[src/rtl/stream_frame_ctrl.sv]
// Raster-order frame sequencer: fetches one colour per pixel and emits AXI4-Stream video beats.
// Optional build macro SQUARE_PATTERN_EN replaces pix_rgb with an internal blue-square test pattern.
module stream_frame_ctrl #(
    parameter int H_RES = 640,
    parameter int V_RES = 480,
    parameter int X_W   = 10,
    parameter int Y_W   = 10
) (
    input  logic           clk,
    input  logic           rst,
    input  logic           start,
    input  logic           continuous,
    input  logic           stop,
    output logic           busy,
    output logic           frame_done,
    output logic [15:0]    frame_count,
    output logic           pix_req,
    output logic [X_W-1:0] pix_x,
    output logic [Y_W-1:0] pix_y,
    input  logic [23:0]    pix_rgb,
    output logic [31:0]    out_stream_tdata,
    output logic [3:0]     out_stream_tkeep,
    output logic           out_stream_tlast,
    input  logic           out_stream_tready,
    output logic           out_stream_tvalid,
    output logic           out_stream_tuser
);

    typedef enum logic [1:0] {IDLE, RUN, DRAIN} state_t;

    localparam logic [X_W-1:0] X_LAST = X_W'(H_RES - 1);
    localparam logic [Y_W-1:0] Y_LAST = Y_W'(V_RES - 1);

    state_t      state, state_next;
    logic        ld, accept, x_last, y_last, frame_last;
    logic        eof_flag, stop_pending;
    logic [23:0] rgb_sel;

    assign x_last     = (pix_x == X_LAST);
    assign y_last     = (pix_y == Y_LAST);
    assign frame_last = x_last && y_last;
    assign accept     = out_stream_tvalid && out_stream_tready;
    assign ld         = (state == RUN) && (!out_stream_tvalid || out_stream_tready);

    assign pix_req          = ld;
    assign busy             = (state != IDLE);
    assign frame_done       = accept && eof_flag;
    assign out_stream_tkeep = 4'hF;

`ifdef SQUARE_PATTERN_EN
    localparam logic [X_W-1:0] SQ_X0 = X_W'(H_RES / 4);
    localparam logic [X_W-1:0] SQ_X1 = X_W'(3 * H_RES / 4);
    localparam logic [Y_W-1:0] SQ_Y0 = Y_W'(V_RES / 4);
    localparam logic [Y_W-1:0] SQ_Y1 = Y_W'(3 * V_RES / 4);

    logic unused_rgb;
    assign unused_rgb = ^pix_rgb;
    assign rgb_sel = (pix_x >= SQ_X0 && pix_x < SQ_X1 && pix_y >= SQ_Y0 && pix_y < SQ_Y1)
                     ? 24'h0000FF : 24'h000000;
`else
    assign rgb_sel = pix_rgb;
`endif

    always_ff @(posedge clk or negedge rst) begin
        if (!rst) begin
            state <= IDLE;
        end else begin
            state <= state_next;
        end
    end

    // Continuous mode re-enters (0,0) straight from RUN so frames abut with no bubble.
    always_comb begin
        state_next = state;
        case (state)
            IDLE:    if (start) state_next = RUN;
            RUN:     if (ld && frame_last && !(continuous && !stop_pending)) state_next = DRAIN;
            DRAIN:   if (accept && eof_flag) state_next = IDLE;
            default: state_next = IDLE;
        endcase
    end

    // A stop in the same cycle as start from IDLE still yields exactly one frame.
    always_ff @(posedge clk or negedge rst) begin
        if (!rst) begin
            stop_pending <= 1'b0;
        end else if (state == IDLE) begin
            stop_pending <= start && stop;
        end else if (state_next == IDLE) begin
            stop_pending <= 1'b0;
        end else if (stop) begin
            stop_pending <= 1'b1;
        end
    end

    always_ff @(posedge clk or negedge rst) begin
        if (!rst) begin
            pix_x             <= '0;
            pix_y             <= '0;
            out_stream_tdata  <= '0;
            out_stream_tvalid <= 1'b0;
            out_stream_tuser  <= 1'b0;
            out_stream_tlast  <= 1'b0;
            eof_flag          <= 1'b0;
        end else if (ld) begin
            out_stream_tdata  <= {8'h00, rgb_sel};
            out_stream_tvalid <= 1'b1;
            out_stream_tuser  <= (pix_x == '0) && (pix_y == '0);
            out_stream_tlast  <= x_last;
            eof_flag          <= frame_last;
            if (x_last) begin
                pix_x <= '0;
                pix_y <= y_last ? '0 : pix_y + 1'b1;
            end else begin
                pix_x <= pix_x + 1'b1;
            end
        end else if (accept) begin
            out_stream_tvalid <= 1'b0;
        end
    end

    always_ff @(posedge clk or negedge rst) begin
        if (!rst) begin
            frame_count <= '0;
        end else if (frame_done) begin
            frame_count <= frame_count + 1'b1;
        end
    end

endmodule

[config.mk]
export PLATFORM = sky130hd
export DESIGN_NAME = stream_frame_ctrl
export DESIGN_NICKNAME = d
export VERILOG_FILES = /design/src/rtl/stream_frame_ctrl.sv
export SDC_FILE = /design/constraint.sdc
export NUM_CORES = 1
export LEC_CHECK = 0
export CAP_MARGIN = 20
export CORE_UTILIZATION = 37
export CTS_CLUSTER_DIAMETER = 100
export DETAILED_ROUTE_END_ITERATION = 10
export PLACE_DENSITY = 0.82
export SLEW_MARGIN = 20
export SYNTH_ARGS = -nofsm -noshare
export SYNTH_HDL_FRONTEND = slang
export SYNTH_SLANG_ARGS = --single-unit
[constraint.sdc]
create_clock -name clk -period 1.8 [get_ports clk]
set_clock_uncertainty 0.2 [all_clocks]
set_input_delay 0.45 -clock clk [delete_from_list [all_inputs] [get_ports clk]]
set_output_delay 0.45 -clock clk [all_outputs]
set_load 0.01 [all_outputs]
* After elaboration in Yosys (flattened, before gate mapping)
Index checks and enable logic that the tools add are counted.
Storage, ports and cells: register bits after elaboration 67, word-level logic and storage cells 49
Cells by class: $add $sub $neg 3, equality and inequality tests 4, mux-type cells 11, reduce and logical (&&, ||, !) cells 21
Operators by type and width (number):
- $add A10 B1 Y10 const B | 2
- $logic_not A10 Y1 | 2
- $mux W10 | 2
- $add A16 B1 Y16 const B | 1
- $eq A10 B10 Y1 const B | 1
- $eq A10 B9 Y1 const B | 1
- $logic_and A1 B1 Y1 | 9
- $mux W2 | 3
- $pmux W2 S3 | 1
- $mux W1 | 5
- $logic_not A2 Y1 | 2
- $reduce_bool A2 Y1 | 2
- $logic_not A1 Y1 | 3
- $reduce_bool A3 Y1 | 1
- $eq A2 B1 Y1 const B | 1
- $eq A2 B2 Y1 const B | 1
- $reduce_and A2 Y1 | 1
- $logic_or A1 B1 Y1 | 1

* Longest topological paths before layout
Gate-level depths: netlist of the first run.
depth after elaboration 10, depth in mapped cells 6, depth with buffers taken out 6

* Least setup slack after synthesis of the first run
OpenSTA, ideal clock, no wires.
kind register to output, start register state[1], end output port pix_req, data arrival time 1211 ps, required time 1150 ps, setup slack -61 ps, stages on the path, launching flop included 5, buffers on the path 1, cells stage by stage dfrtp_1 > and2b_1 > nand2_1 > inv_1 > buf_1
Between the ends: word-level cells in the longest chain between the ends 2
RTL lines:
- start: declaration | RTL line 34 | state_t state, state_next;
- start signal: assignment | RTL line 68 | state <= state_next;
- $eq A2 B1 Y1 | RTL line 43 | assign ld = (state == RUN) && (!out_stream_tvalid || out_stream_tready);
- $logic_and A1 B1 Y1 | RTL line 43
- end: declaration | RTL line 17 | output logic pix_req,
No other way between the ends.

* Worst setup path after layout of the first run
Ends and elaborated chain as after synthesis.

==> results by group, run 1 <==
Clock tree
  – CTS root buf: clkbuf_8
  – Clock sink total: 67
  – CTS tree: built
  – Reg clk slew, reported paths: 0.07 ns
  – # H-tree levels: 3
  – Num CTS Buffers: 9
  – Clock Latency Late Sink: 0.34 ns
  – Clock Tree Buf Depth: 2

Synthesis
  – Seq/Total Area, Yosys: 54.4%
  – Main combinational cell family by area after synthesis: simple AND/OR/NAND/NOR gates
  – Post-Synth Adder-Cell Area: 2.03%
  – Post-synthesis mux area share: 0.730%
  – Seq cells post-synth: 67
  – Gate count of the mapped netlist: 318
  – Total number of yosys warnings: 0
  – Post-Synth Simple-Gate Area: 24.4%
  – Compound-cell area share of the yosys netlist: 5.92%
  – Number of synthesized flops with an enable pin: 0
  – Syn_area_per_cell: 9.70 um2
  – Synth unique cells: 44
  – Share of flip-flops with an asynchronous set or reset: 100%
  – Top FF cell, synth: dfrtp_1
  – Mapped cell area: 3080 um2
  – XOR/XNOR Fraction of Synth Area: 6.82%

Timing
  – Post-route worst setup slack: -0.0476 ns
  – Hold Vio Cnt, Final: 0
  – Final period utilization: 103%
  – TNS Setup: -0.0478 ns
  – Max Slew Vio Count: 0
  – Tmin final: 1.85 ns
  – RSZ-0062 raised after global routing: yes
  – F_max: 541 MHz
  – # setup viols final: 2

Routing
  – Routed via count: 2870
  – DRT Pass-1 Iters: 5
  – Drt total wl: 8.57 mm
  – DR WL/cell: 14.9 um
  – Via density: 5.00
  – # DRC: 0
  – DRT antenna net count: 0
  – Initial DRC Count: 159

Place
  – DP Area: 4380 um2
  – GPL Wtd Cong: 0.904
  – Placed cell count: 543
  – Buffers on Ports: 95
  – Final HPWL DP: 5.62 mm

Global routing
  – M1 GR Usage: 25.1%
  – GRT Residual Overflow: 0
  – GR peak layer: met2
  – First-pass GRT wire length: 13.4 mm
  – Vias in the first global route: 2814
  – Grt met2 use: 32.8%
  – Largest net degree at the start of global routing: 68
  – Met3 usage: 5.53%
  – Initial antenna violation count: 0
  – GRT Total Usage: 20.0%

Power
  – Maximum VDD drop: 402 uV
  – Power per cell area: 858 nW/um2
  – Pleak: 0.00243 uW

Die
  – Area of the core: 7890 um2
  – DIE AREA: 8700 um2
  – Die extent in y: 93.3 um
  – Row cnt: 32
  – Die W: 93.3 um
  – Ports: 108
  – Initial Util: 39.1%

Worst setup path
  – Critical Path AT: 1.20 ns
  – CP Capture Type: primary output
  – Slack of the worst reg-to-reg path: 0 ns
  – Crit. Startpoint: state[1]
  – Crit path launch type: register
  – WS Path Type: reg -> out
  – Max Fanout on Critical Path: 2
  – Reg-to-reg startpoint: pix_x[7]
  – CP required: 1.15 ns
  – Reg2Reg Capture Point: pix_y[6]
  – FF-to-FF path depth: 5

Final layout
  – # fillers: 640
  – Commonest non-fill, non-tap cells in the layout: nand2_1 (91), dfrtp_1 (61), dlygate4sd2_1 (59), buf_4 (46), clkdlybuf4s50_1 (27)
  – Area grow syn2layout: 57.0%
  – Layout cells sized above 1: 23.9%
  – Final Cell Area: 4840 um2
  – Layout Cells excl Fill: 574
  – Utilization after layout: 61.4%
  – Layout Nets: 502
  – Diode count: 0
  – Commonest non-fill, non-tap cell in the layout: nand2_1

Min path
  – Cells on Worst Hold Path: 2
  – Hold wc startpoint: out_stream_tdata[3]
  – Hold EP: out_stream_tdata[3]
  – Hold WC Path Type: reg -> reg

Outcome
  – Status: complete, but fails checks
  – Failing checks: setup timing

Job
  – Max cap viols: 0
[layer usage]
metal  vias to the layer above  share of wire, %  routed length [um]
li1                       1343                 -                   -
met1                      1407                43                3660
met2                       108                50                4310
met3                        12               5.5                 470
met4                         0               1.5                 127
met5                         -                 0                   0
[power by group]
| part | switching [uW] | internal, uW | total, uW |
|---|---|---|---|
| logic | 382 | 389 | 771 |
| clock network | 584 | 1100 | 1680 |
| registers | 82.0 | 1620 | 1700 |
| total | 1050 | 3110 | 4150 |
[how the worst max path moves through the flow]
| stage | endpoint | slack [ns] | cells after the start |
|---|---|---|---|
| after CTS | pix_req | -0.06 | 4 |
| after floorplan | pix_y[0] | -0.04 | 5 |
| after detailed placement | state[1] | -0.68 | 7 |
| after global placement | state[0] | -0.60 | 7 |
| after global routing | pix_req | -0.12 | 4 |
| final | pix_req | -0.05 | 4 |
[layout make-up]
class                           instances  area (um2)  share of cell area [%]
Sequential cell                        67        1680                    34.8
Multi-Input combinational cell        229        1420                    29.3
Timing Repair Buffer                  148        1290                    26.6
Clock buffer                           10         138                    2.84
Clock inverter                          6         136                    2.82
Tap cell                              102         128                    2.63
Inverter                               12        47.5                   0.982
[registers in the layout, summed over array words and instances, names as in the netlist]
name,count
out_stream_tuser,1
pix_y,10
out_stream_tlast,1
frame_count,16
eof_flag,1
pix_x,10
out_stream_tdata,24
state,2
stop_pending,1
out_stream_tvalid,1
[stage by stage]
step	hold WS [ns]	setup WS (ns)	power [uW]
5_1_grt	0.300	-0.117	4330
3_5_place_dp	0.262	-0.683	2470
6_report	0.269	-0.0476	4150
2_1_floorplan	-0.0456	-0.0366	2020
3_3_place_gp	0.257	-0.596	2460
4_1_cts	0.274	-0.0616	4150
[cell families after synthesis]
| group | count (synthesis) |
|---|---|
| and+or+nand+nor | 159 |
| adders and majority gates | 5 |
| AOI/OAI and AO/OA | 27 |
| other | 2 |
| DFF | 67 |
| buffers and inverters | 32 |
| xor gates and xnor gates | 24 |
| muxes | 2 |
[cells in the mapped netlist, drive strengths merged (2+ instances only)]
master,instances,area share [%]
nor2b,2,0.41
nor4,4,0.81
o21ai,7,1.1
and3,4,0.81
xor2,5,1.4
conb,2,0.24
ha,5,2.0
or3,2,0.41
nand2,93,11
a21oi,4,0.65
and2,2,0.41
clkbuf,2,0.24
nand3,16,3.3
xnor2,19,5.4
nand4,12,2.4
buf,18,3.8
mux2,2,0.73
nor3,4,0.65
nor2,11,1.3
or2,2,0.41
dfrtp,67,54
o31ai,4,0.97
inv,12,1.5
and4,3,0.85
[what timing repair did]
| action | 4_1_cts | 5_1_grt |
|---|---|---|
| hold endpoints to repair | 67 | 0 |
| setup buffers | 12 | 2 |
| hold buffers | 1 | 0 |
| gates resized for setup | 96 | 36 |
| pin swaps | 1 | 10 |
| endpoints found under the setup margin | 86 | 27 |
[critical path, cell delays in order, from the launching register on]
cell and delay [ns]:
dfrtp_1 0.37, and2b_2 0.25, nand2_2 0.06, inv_2 0.08
buf_6 0.10
Power figures use the tool's default switching activity.
==> run 2: changes to the inputs <==
CORE_MARGIN = 3   (was not set)
==> run 2 against run 1 <==
Compared with the run above:
- the flow still finishes with violations (setup timing)
- power down 3.7%
- wire length down 0.28%
- sequential share of layout area up 0.58 points
- non-clock buffer count down 3
- final cell count down 0.52%
- via count down 3.2%
- core utilization down 1.3 points
- hold slack better by 0.0032 ns
- combinational power down 4.5%
- die area up 8.8%
- maximum frequency down 0.85%
- clock-buffer cell count unchanged
==> results by group, run 2 (synthesis gave the netlist of run 1 again) <==
Outcome
  – Status: complete, but fails checks
  – Failing checks: setup timing

Timing
  – Hold Vio Cnt, Final: 0
  – RSZ-0062 raised after global routing: yes
  – Final period utilization: 104%
  – F_max: 537 MHz
  – Tmin final: 1.86 ns
  – Max Slew Vio Count: 0
  – Post-route worst setup slack: -0.0634 ns
  – # setup viols final: 1

Die
  – Die extent in y: 97.3 um
  – Die W: 97.3 um
  – DIE AREA: 9470 um2
  – Initial Util: 38.9%
  – Row cnt: 32
  – Area of the core: 7930 um2
  – Ports: 108

Routing
  – DRT antenna net count: 0
  – DR WL/cell: 15.0 um
  – Drt total wl: 8.54 mm
  – Via density: 4.87
  – DRT Pass-1 Iters: 4
  – # DRC: 0
  – Initial DRC Count: 97
  – Routed via count: 2778

Clock tree
  – CTS tree: built
  – Num CTS Buffers: 9
  – # H-tree levels: 3
  – Clock Tree Buf Depth: 2
  – Reg clk slew, reported paths: 0.08 ns
  – CTS root buf: clkbuf_8
  – Clock Latency Late Sink: 0.34 ns
  – Clock sink total: 67

Power
  – Maximum VDD drop: 403 uV
  – Pleak: 0.00238 uW
  – Power per cell area: 840 nW/um2

Worst setup path
  – Cells along the critical path: and2b_2 > nand2_2 > inv_2 > buf_6
  – Worst path slowest cell: dfrtp_1
  – Max Fanout on Critical Path: 2
  – CP required: 1.15 ns
  – Crit path largest cell delay: 0.38 ns
  – Buf+Inv Stages, Crit Path: 2
  – Reg-to-reg startpoint: pix_x[4]
  – Crit path launch type: register
  – FF-to-FF path depth: 5
  – Reg2Reg Capture Point: pix_x[9]
  – Critical Path AT: 1.21 ns
  – CP Capture Type: primary output
  – CP delay by family, top: flip-flops
  – Slack of the worst reg-to-reg path: 0 ns
  – WS Path Type: reg -> out

Place
  – GPL Wtd Cong: 0.982
  – DP Area: 4330 um2
  – Final HPWL DP: 5.79 mm
  – Buffers on Ports: 95
  – Pre-CTS setup slack: -0.622 ns

Global routing
  – Initial antenna violation count: 0
  – GRT Total Usage: 18.2%
  – First-pass GRT wire length: 13.9 mm
  – GRT Residual Overflow: 0
  – Vias in the first global route: 2808
  – Largest net degree at the start of global routing: 68

Final layout
  – Area grow syn2layout: 54.4%
  – Diode count: 0
  – Number of flip-flops under the largest register name: 24
  – Layout cells sized above 1: 22.8%
  – # fillers: 657
  – Commonest non-fill, non-tap cell in the layout: nand2_1
  – Leading registers by flop count: out_stream_tdata (24), frame_count (16)
  – Largest register by flop count: out_stream_tdata
  – Final Cell Area: 4760 um2
  – Layout Nets: 499
  – Commonest non-fill, non-tap cells in the layout: nand2_1 (91), dfrtp_1 (61), dlygate4sd2_1 (60), buf_4 (45), clkdlybuf4s50_1 (27)

Min path
  – Cells on Worst Hold Path: 2
  – Hold wc startpoint: out_stream_tdata[11]
  – Hold EP: out_stream_tdata[11]
  – Hold WC Path Type: reg -> reg

Job
  – Max cap viols: 0
[run 2: changes by cell type in the layout (fill, tap and decap cells not counted), sizes merged]
cell           delta
buf               -1
bufinv            -1
clkbuf            -2
clkdlybuf4s15     -1
clkinv            +2
clkinvlp          -1
dlygate4sd2       +1
[run 2: tightest hold or removal path, stage by stage (launching register included)]
cell and delay, ns:
dfrtp_1 0.34, nand2_1 0.05, nand2_1 0.05
[run 2: layout make-up]
type                       count  area (um2)  area share [%]
clock buffer                  10         138            2.89
clock inverter                 6         113            2.36
inverter                      12        50.0            1.05
multi-input combinational    229        1380            29.0
sequential                    67        1680            35.4
tap                          102         128            2.68
timing repair buffer         145        1270            26.7
[run 2: per-layer routing]
metal	vias up	part of all wire, %	GRT usage [%]
li1	1336	-	-
met1	1327	44	23.4
met2	103	49	30.3
met3	12	6.2	3.73
met4	0	1.6	7.14
met5	-	0	0
[run 2: how the worst max path moves through the flow]
stage                       from  endpoint  slack, ns  cells past startpoint
2_1_floorplan           pix_y[0]  pix_y[0]      -0.04                      5
3_3_place_gp   out_stream_tready  state[0]      -0.58                      7
3_5_place_dp   out_stream_tready  state[0]      -0.62                      7
4_1_cts                 state[1]   pix_req      -0.13                      4
5_1_grt                 state[1]   pix_req      -0.12                      4
6_report                state[1]   pix_req      -0.06                      4
[run 2: repair_timing]
action / 4_1_cts / 5_1_grt
hold buffers: 1 / 0
resized for setup: 95 / 31
buffers inserted: 12 / 6
endpoints found under the hold margin: 67 / 0
setup endpoints to repair: 82 / 23
pin swaps: 3 / 11
[run 2: power breakdown]
group | leakage (uW) | total (uW) | switching, uW | internal, uW
logic | 0.00142 | 736 | 375 | 361
registers | 0.000837 | 1710 | 90.7 | 1620
clock network | 0.000126 | 1560 | 597 | 960
[run 2: through the flow]
| step | hold WS [ns] | setup TNS (ns) | util, % | power [uW] | instances |
|---|---|---|---|---|---|
| 2_1_floorplan | -0.0456 | -0.0438 | - | 2020 | 328 |
| 3_3_place_gp | 0.256 | -15.76 | 54.7 | 2420 | 537 |
| 3_5_place_dp | 0.262 | -17.43 | 54.7 | 2440 | 537 |
| 4_1_cts | 0.276 | -0.133 | 58.4 | 3960 | 566 |
| 5_1_grt | 0.301 | -0.282 | 60.1 | 4150 | 571 |
| 6_report | 0.272 | -0.0634 | 60.1 | 4000 | 571 |
==> run 3: changes to the inputs <==
GPL_TIMING_DRIVEN = 0   (was not set)
PLACE_DENSITY = 0.8   (was 0.82)
clock period = 2.15 ns   (was 1.8 ns; I/O delays follow)
==> run 3 against run 2 <==
Compared with the run above:
- the run now ends clean
- sequential cell count stayed put
- highest routed layer unchanged
- combinational power is 24% lower
- final cell count down 3.3%
- global-route usage decreased by 0.98 points
- core utilization down 2.9 points
- register-to-register slack gained 0.16 ns
- critical path type unchanged
- die area stayed put
==> results by group, run 3 (synthesis gave the netlist of run 1 again) <==
Outcome
  – Status: completed

Worst setup path
  – Max Fanout on Critical Path: 5
  – CP required: 1.41 ns
  – WS Path Type: reg -> out
  – Crit path largest cell delay: 0.57 ns
  – Crit path launch type: register
  – Buf+Inv Stages, Crit Path: 1
  – Cells along the critical path: clkdlybuf4s50_1
  – Slack of the worst reg-to-reg path: 0.16 ns
  – Worst path slowest cell: clkdlybuf4s50_1
  – CP Capture Type: primary output
  – Critical Path AT: 1.36 ns
  – CP delay by family, top: buffers and inverters

Clock tree
  – Clock Latency Late Sink: 0.34 ns
  – Num CTS Buffers: 9
  – Reg clk slew, reported paths: 0.08 ns
  – CTS tree: built
  – CTS root buf: clkbuf_8
  – Clock sink total: 67
  – Clock Tree Buf Depth: 2
  – # H-tree levels: 3

Place
  – Buffers on Ports: 95
  – Placed cell count: 526
  – GPL Wtd Cong: 0.790
  – Final HPWL DP: 5.70 mm

Die
  – Die W: 97.3 um
  – Row cnt: 32
  – Die extent in y: 97.3 um
  – Area of the core: 7930 um2
  – Initial Util: 38.9%
  – Ports: 108
  – DIE AREA: 9470 um2

Global routing
  – Largest net degree at the start of global routing: 44
  – Vias in the first global route: 2717
  – GRT Residual Overflow: 0
  – First-pass GRT wire length: 13.3 mm
  – GRT Total Usage: 17.2%
  – Initial antenna violation count: 0

Final layout
  – Number of flip-flops under the largest register name: 24
  – Commonest non-fill, non-tap cells in the layout: nand2_1 (92), clkdlybuf4s50_1 (90), dfrtp_1 (55), buf_4 (22), xnor2_1 (19)
  – Largest register by flop count: out_stream_tdata
  – Layout Cells excl Fill: 552
  – Diode count: 0
  – Area grow syn2layout: 46.9%
  – Leading registers by flop count: out_stream_tdata (24), frame_count (16)
  – Layout Nets: 480
  – Layout cells sized above 1: 15.8%
  – Commonest non-fill, non-tap cell in the layout: nand2_1

Power
  – Final Power: 3030 uW
  – Switch share: 27.3%
  – Seq pwr share: 48.2%
  – Power per cell area: 669 nW/um2
  – Internal power: 2200 uW
  – Maximum VDD drop: 344 uV
  – Pleak: 0.00204 uW
  – Clk network pwr share: 33.5%
  – Sw power: 828 uW
  – Comb pwr share: 18.4%

Routing
  – DR WL/cell: 14.2 um
  – Routed via count: 2689
  – Drt total wl: 7.87 mm
  – Initial DRC Count: 97
  – DRT Pass-1 Iters: 4
  – Via density: 4.87
  – # DRC: 0
  – DRT antenna net count: 0

Timing
  – Least-Margin Pin Slew: 0.534 ns
  – # setup viols final: 0
  – Slew HR: 64.4%
  – F_max: 477 MHz
  – Tmin final: 2.10 ns
  – Final period utilization: 97.5%
  – Max Slew Vio Count: 0
  – Hold Vio Cnt, Final: 0
  – RSZ-0062 raised after global routing: no

Job
  – Max cap viols: 0

Min path
  – Hold WC Path Type: reg -> reg
[run 3: cell count changes in the layout (fill, tap and decap cells not counted), moves of 6 or more]
cell	before	now
clkdlybuf4s50_1	27	90
dlygate4sd2_1	60	3
buf_4	45	22
dfrtp_1	61	55
dfrtp_2	6	12
[run 3: routing by layer]
metal | vias to the layer above | global-route usage (%) | part of all wire (%)
li1 | 1299 | - | -
met1 | 1300 | 21.7 | 44
met3 | 8 | 5.46 | 5.5
met2 | 82 | 28.6 | 49
met4 | 0 | 5.01 | 1.0
met5 | - | 0 | 0
[run 3: power by group through the flow]
stage                     clock network [uW]  logic (uW)  registers (uW)
after floorplan                            0         185            1500
after global placement                     0         534            1470
after detailed placement                   0         550            1480
after CTS                               1050         561            1450
after global routing                    1110         615            1470
final                                   1010         556            1460
[run 3: final cells by class]
class / instances / area (um2)
clock buffers: 9 / 124
fillers: 708 / 3400
plain buffers: 20 / 133
well taps: 102 / 128
clock inverters: 7 / 68.8
repair buffers: 106 / 1040
multi-input cells: 229 / 1300
inverters: 12 / 45.0
flip-flops and latches: 67 / 1690
[run 3: what timing repair did]
item / CTS / global route
hold buffers: 1 / 0
endpoints found under the hold margin: 24 / 0
setup endpoints to repair: 8 / 11
resized for setup: 20 / 12
gates cloned: 0 / 0
buffers inserted: 5 / 4
pin swaps: 0 / 2
[run 3: worst paths after layout]
path	startpoint	endpoint	depth (start not counted)
setup reg to reg	pix_y[0]	pix_y[0]	5
setup / recovery	pix_y[4]	pix_y[4]	1
hold reg to reg	out_stream_tdata[7]	out_stream_tdata[7]	2
max in group asynchronous	rst	pix_x[3]	3
min in group asynchronous	rst	frame_count[7]	2
hold / removal	out_stream_tdata[7]	out_stream_tdata[7]	2
[run 3: stage by stage]
stage               instance area, um2  setup TNS, ns  hold slack (ns)  util [%]  worst slack [ns]
floorplan                         3120              0           0.0419         -             0.134
global placement                  4200        -137.63            0.256      53.0             -1.88
detailed placement                4220         -13.47            0.261      53.2             -1.20
CTS                               4480              0            0.279      56.5           0.00613
global route                      4530              0            0.295      57.2           0.00348
finish                            4530              0            0.273      57.2            0.0541
==> RTL edit 1, RTL diff (flow settings as in run 2) <==
Add a define of `SQUARE_PATTERN_EN`.
--- a/src/rtl/stream_frame_ctrl.sv
+++ b/src/rtl/stream_frame_ctrl.sv
@@ -1,4 +1,6 @@
 // Raster-order frame sequencer: fetches one colour per pixel and emits AXI4-Stream video beats.
 // Optional build macro SQUARE_PATTERN_EN replaces pix_rgb with an internal blue-square test pattern.
+`define SQUARE_PATTERN_EN
+
 module stream_frame_ctrl #(
     parameter int H_RES = 640,
Formal check against the unedited RTL: not equivalent (Yosys sat finds a counterexample within 4 cycles, from zero or initial values and one cycle with rst low).
==> RTL edit 1 against run 2 <==
The flow still finishes with violations (setup timing). Routed wire length decreased by 14%. Sequential cell count decreased by 23. Sequential share of layout area decreased by 6.8 points. Synthesized area decreased by 19%. Setup slack got worse by 0.14 ns. Register-to-register slack got worse by 0.20 ns. Final area decreased by 18%. Critical path depth increased by 1.
Power is not compared: it rests on default switching activity, and its combinational part moved more than twofold at a synthesized area within 25%.
==> RTL edit 1: results (changes against run 2) <==
- Metal3 WL: 346 um (-35%)
- Syn_area_per_cell: 9.74 um2 (+0.40%)
- Port bufs: 55 (-42%)
- Postcts setup bufs: 21 (+9)
- First-pass GRT wire length: 11300 um (-19%)
- Worst path slowest cell: or4_4
- Biggest regs: frame_count: 16 flops, pix_x: 10 flops, pix_y: 10 flops
- Worst Hold Launch: frame_count[15]$_DFFE_PN0P_
- Total track usage: 18.5% (+0.33 points)
- Largest net degree at the start of global routing: 45 (-34%)
- Setup Viol. Count Final: 18 (+17)
- Post-synthesis mux area share: 2.09% (+1.4 points)
- Post-synth top cells: dfrtp_1 (44), buf_4 (35), nand2_1 (15), nand3_1 (15)
- Post-DP HPWL: 4780 um (-17%)
- Hold depth: 1 (-1)
- Worst setup margin: -0.205 ns (-0.141 ns)
- Wire per inst: 16.1 um (+7.9%)
- Status: finished with violations
- XOR/XNOR Fraction of Synth Area: 8.02% (+1.2 points)
- CP Launch Point: pix_x[1]$_DFFE_PN0P_
- Max FO, Critical Path: 4 (+2)
- Worst path buffer plus inverter count: 0 (-2)
- Global Route met2 Usage: 32.2% (+2.0 points)
- Worst path top cell family by delay: simple AND/OR/NAND/NOR gates
- Final Non-Filler Cells: 453 (-21%)
- Dpl ws: -0.649 ns (-0.0267 ns)
- Arr. time, crit path: 2.03 ns (+0.82 ns)
- Yosys cell types: 46 (+4.5%)
- Met1 GRT Util: 23.4% (+0.024 points)
- Number of fill cells: 543 (-17%)
- Area contributors post-synth: dfrtp_1 (44%), buf_4 (10%), xnor2_1 (4.2%)
- Post-synthesis sequential area ratio: 43.8% (-11 points)
- M1 WL: 2990 um (-20%)
- Failing checks: setup timing
- H-Tree Depth: 2 (-1)
- CTS buffer count: 5 (-4)
- Critical path endpoint: pix_y[8]$_DFFE_PN0P_
- Critical Path Max Stage Delay: 0.49 ns (+0.11 ns)
- Worst-skew pair later-pin latency: 0.31 ns (-0.03 ns)
- Min Hold Slack: 0.291 ns (+0.0192 ns)
- DR WL met2: 3870 um (-6.7%)
- Initial drt markers: 131 (+35%)
==> RTL edit 1: cell count changes after synthesis, sizes merged, moves of 6 or more <==
cell,run 2,this run
dfrtp,67,44
nand2,93,15
nor3,4,10
xnor2,19,12
buf,18,36
xor2,5,11
==> RTL edit 1: kinds of logic after synthesis <==
group	count (synthesis)
xor gates and xnor gates	23
and+or+nand+nor	95
AOI/OAI and AO/OA	29
other	2
muxes	5
DFF	44
adders and majority gates	5
buffers and inverters	55
==> RTL edit 1: through the flow <==
| stage | setup TNS (ns) | instance area [um2] |
|---|---|---|
| final | -1.27 | 3880 |
| after global routing | -2.62 | 3880 |
| after CTS | -0.549 | 3700 |
| after detailed placement | -17.18 | 3360 |
| after global placement | -16.33 | 3360 |
| after floorplan | -0.929 | 2660 |
==> RTL edit 1: area by class of cell <==
class | instances | share of cell area, %
clock buffer | 5 | 1.77
clock inverter | 3 | 1.19
inverter | 12 | 1.16
multi-input combinational | 185 | 36.9
sequential | 44 | 28.5
tap | 77 | 2.48
timing repair buffer | 127 | 28.0
==> RTL edit 2, RTL diff (flow settings as in run 2) <==
Made on the original files. Encoding of `state_t`: now one-hot (3 bits for 3 states).
--- a/src/rtl/stream_frame_ctrl.sv
+++ b/src/rtl/stream_frame_ctrl.sv
@@ -27,5 +27,5 @@
 );
 
-    typedef enum logic [1:0] {IDLE, RUN, DRAIN} state_t;
+    typedef enum logic [2:0] {IDLE = 3'b001, RUN = 3'b010, DRAIN = 3'b100} state_t;
 
     localparam logic [X_W-1:0] X_LAST = X_W'(H_RES - 1);
Formal check against the unedited RTL: same outputs for any inputs over 10 cycles, from zero or initial values and one cycle with rst low; not proved beyond that.
==> RTL edit 2 against run 2 <==
The flow still finishes with violations (setup timing). Sequential cell count grew 1. Worst hold slack better by 0.0016 ns. Routed wire length is 15% higher. Synthesized cell count rose by 0.94%. Setup slack lost 0.46 ns. Synthesized area is 0.32% lower. Final area up 10%. Via count up 8.0%. Critical path depth rose by 2. Critical endpoint is now pix_y[7]$_DFFE_PN0P_.
Power is not compared: it rests on default switching activity, and its combinational part moved more than twofold at a synthesized area within 25%.
==> RTL edit 2: results (changes against run 2) <==
- Clk cell area share: 4.12% (-1.1 points)
- Largest net degree at the start of global routing: 69 (+1.5%)
- Yosys cell types: 40 (-9.1%)
- CTS buffer count: 9 (unchanged)
- CTS sink cnt: 68 (+1.5%)
- Max FO, Critical Path: 3 (+1)
- Critical path endpoint: pix_y[7]$_DFFE_PN0P_
- Hold Crit Class: reg2reg
- Total track usage: 19.9% (+1.7 points)
- Antenna violations before repair: 0 (unchanged)
- Critical Path Max Stage Delay: 0.52 ns (+0.14 ns)
- DRT Pass-1 Iters: 4 (unchanged)
- Via/cell ratio: 4.92 (+1.1%)
- Setup Viol. Count Final: 30 (+29)
- Worst setup SP type: register
- Bufs w/o clock: 181 (+25%)
- Multi-input gate share of total cell area: 28.8% (-0.23 points)
- Post-synthesis sequential area ratio: 55.4% (+1.0 points)
- Number of global-route vias before repair: 3146 (+12%)
- Worst path top cell family by delay: simple AND/OR/NAND/NOR gates
- Clock Tree Buf Depth: 2 (unchanged)
- Wire per inst: 16.0 um (+7.2%)
- Failing checks: setup timing
- Worst path slowest cell: or4_4
- Worst-skew pair later-pin latency: 0.34 ns (about the same)
- Hold EP: out_stream_tdata[21]$_DFFE_PN0P_
- Grt total ovfl: 0 (unchanged)
- CP Launch Point: pix_x[1]$_DFFE_PN0P_
- Reg area: 1710 um2 (+1.4%)
- Post-DP HPWL: 6220 um (+7.4%)
- Worst R2R End: pix_y[7]$_DFFE_PN0P_
- Hold depth: 2 (unchanged)
- Signal buf overhead: 31.3% (+4.7 points)
- Area contributors post-synth: dfrtp_1 (55%), nand2_1 (12%), xnor2_1 (4.6%)
- First-pass GRT wire length: 15200 um (+9.0%)
- Final Non-Filler Cells: 610 (+6.8%)
- Min Hold Slack: 0.274 ns (+0.00165 ns)
- Syn_area_per_cell: 9.58 um2 (-1.3%)
- Antenna Cells: 0 (unchanged)
- Inverters: 11 (-1)
- Worst Hold Launch: out_stream_tdata[21]$_DFFE_PN0P_
- Max VDD drop: 0.636 mV
- Arr. time, crit path: 2.39 ns (+1.18 ns)
- Number of cells after detailed placement: 556 (+3.5%)
- Yosys warnings: 0 (unchanged)
- Share of layout cells above drive strength 1: 31.3% (+8.5 points)
- FF-to-FF path depth: 6 (+1)
- Clock buffer count in the final layout: 11 (+1)
- Status: finished with violations
- Post-layout net count: 538 (+7.8%)
- Async SR Flop Fraction: 100% (unchanged)
- Worst setup margin: -0.521 ns (-0.458 ns)
- Multi-input gate count: 232 (+1.3%)
- Initial drt markers: 95 (-2.1%)
- Post-synth top cells: nand2_1 (97), dfrtp_1 (67), nor2_1 (17)
- Gpl congestion: 0.844 (-14%)
- Number of fill cells: 609 (-7.3%)
-- RTL edit 2: stage by stage --
| step | instance area [um2] | total power, uW | setup slack (ns) | setup TNS (ns) | util, % |
|---|---|---|---|---|---|
| after floorplan | 3180 | 2860 | -0.549 | -2.37 | - |
| after global placement | 4480 | 3820 | -0.702 | -20.68 | 56.8 |
| after detailed placement | 4480 | 3890 | -0.736 | -22.56 | 56.8 |
| after CTS | 4990 | 5330 | -0.454 | -3.21 | 63.3 |
| after global routing | 5250 | 5900 | -0.566 | -8.51 | 66.6 |
| final | 5250 | 5580 | -0.521 | -6.24 | 66.6 |
-- RTL edit 2: timing repair --
item / 4_1_cts / 5_1_grt
hold buffers: 1 / 0
endpoints found under the hold margin: 67 / 0
setup endpoints to repair: 96 / 41
pin swaps: 11 / 14
setup buffers: 25 / 16
cloned: 1 / 0
gates resized for setup: 153 / 47
-- RTL edit 2: per-layer routing --
| metal | routed length [um] | global-route usage [%] | vias up |
|---|---|---|---|
| li1 | - | - | 1406 |
| met1 | 3790 | 22.5 | 1472 |
| met2 | 5270 | 36.1 | 99 |
| met3 | 520 | 4.67 | 22 |
| met4 | 200 | 7.78 | 0 |
| met5 | 0 | 0 | - |
-- RTL edit 2: power by group --
group | switching (uW) | internal (uW)
Combinational | 1020 | 1110
Clock | 573 | 811
Sequential | 205 | 1860
-- RTL edit 2: cells by family after synthesis --
logic type / count (synthesis) / share of synthesized area, %
and+or+nand+nor: 165 / 24.7
muxes: 1 / 0.326
other: 2 / 0.244
adders and majority gates: 5 / 2.04
buffers and inverters: 31 / 5.29
xor gates and xnor gates: 25 / 7.12
DFF: 68 / 55.4
AOI/OAI and AO/OA: 24 / 4.88
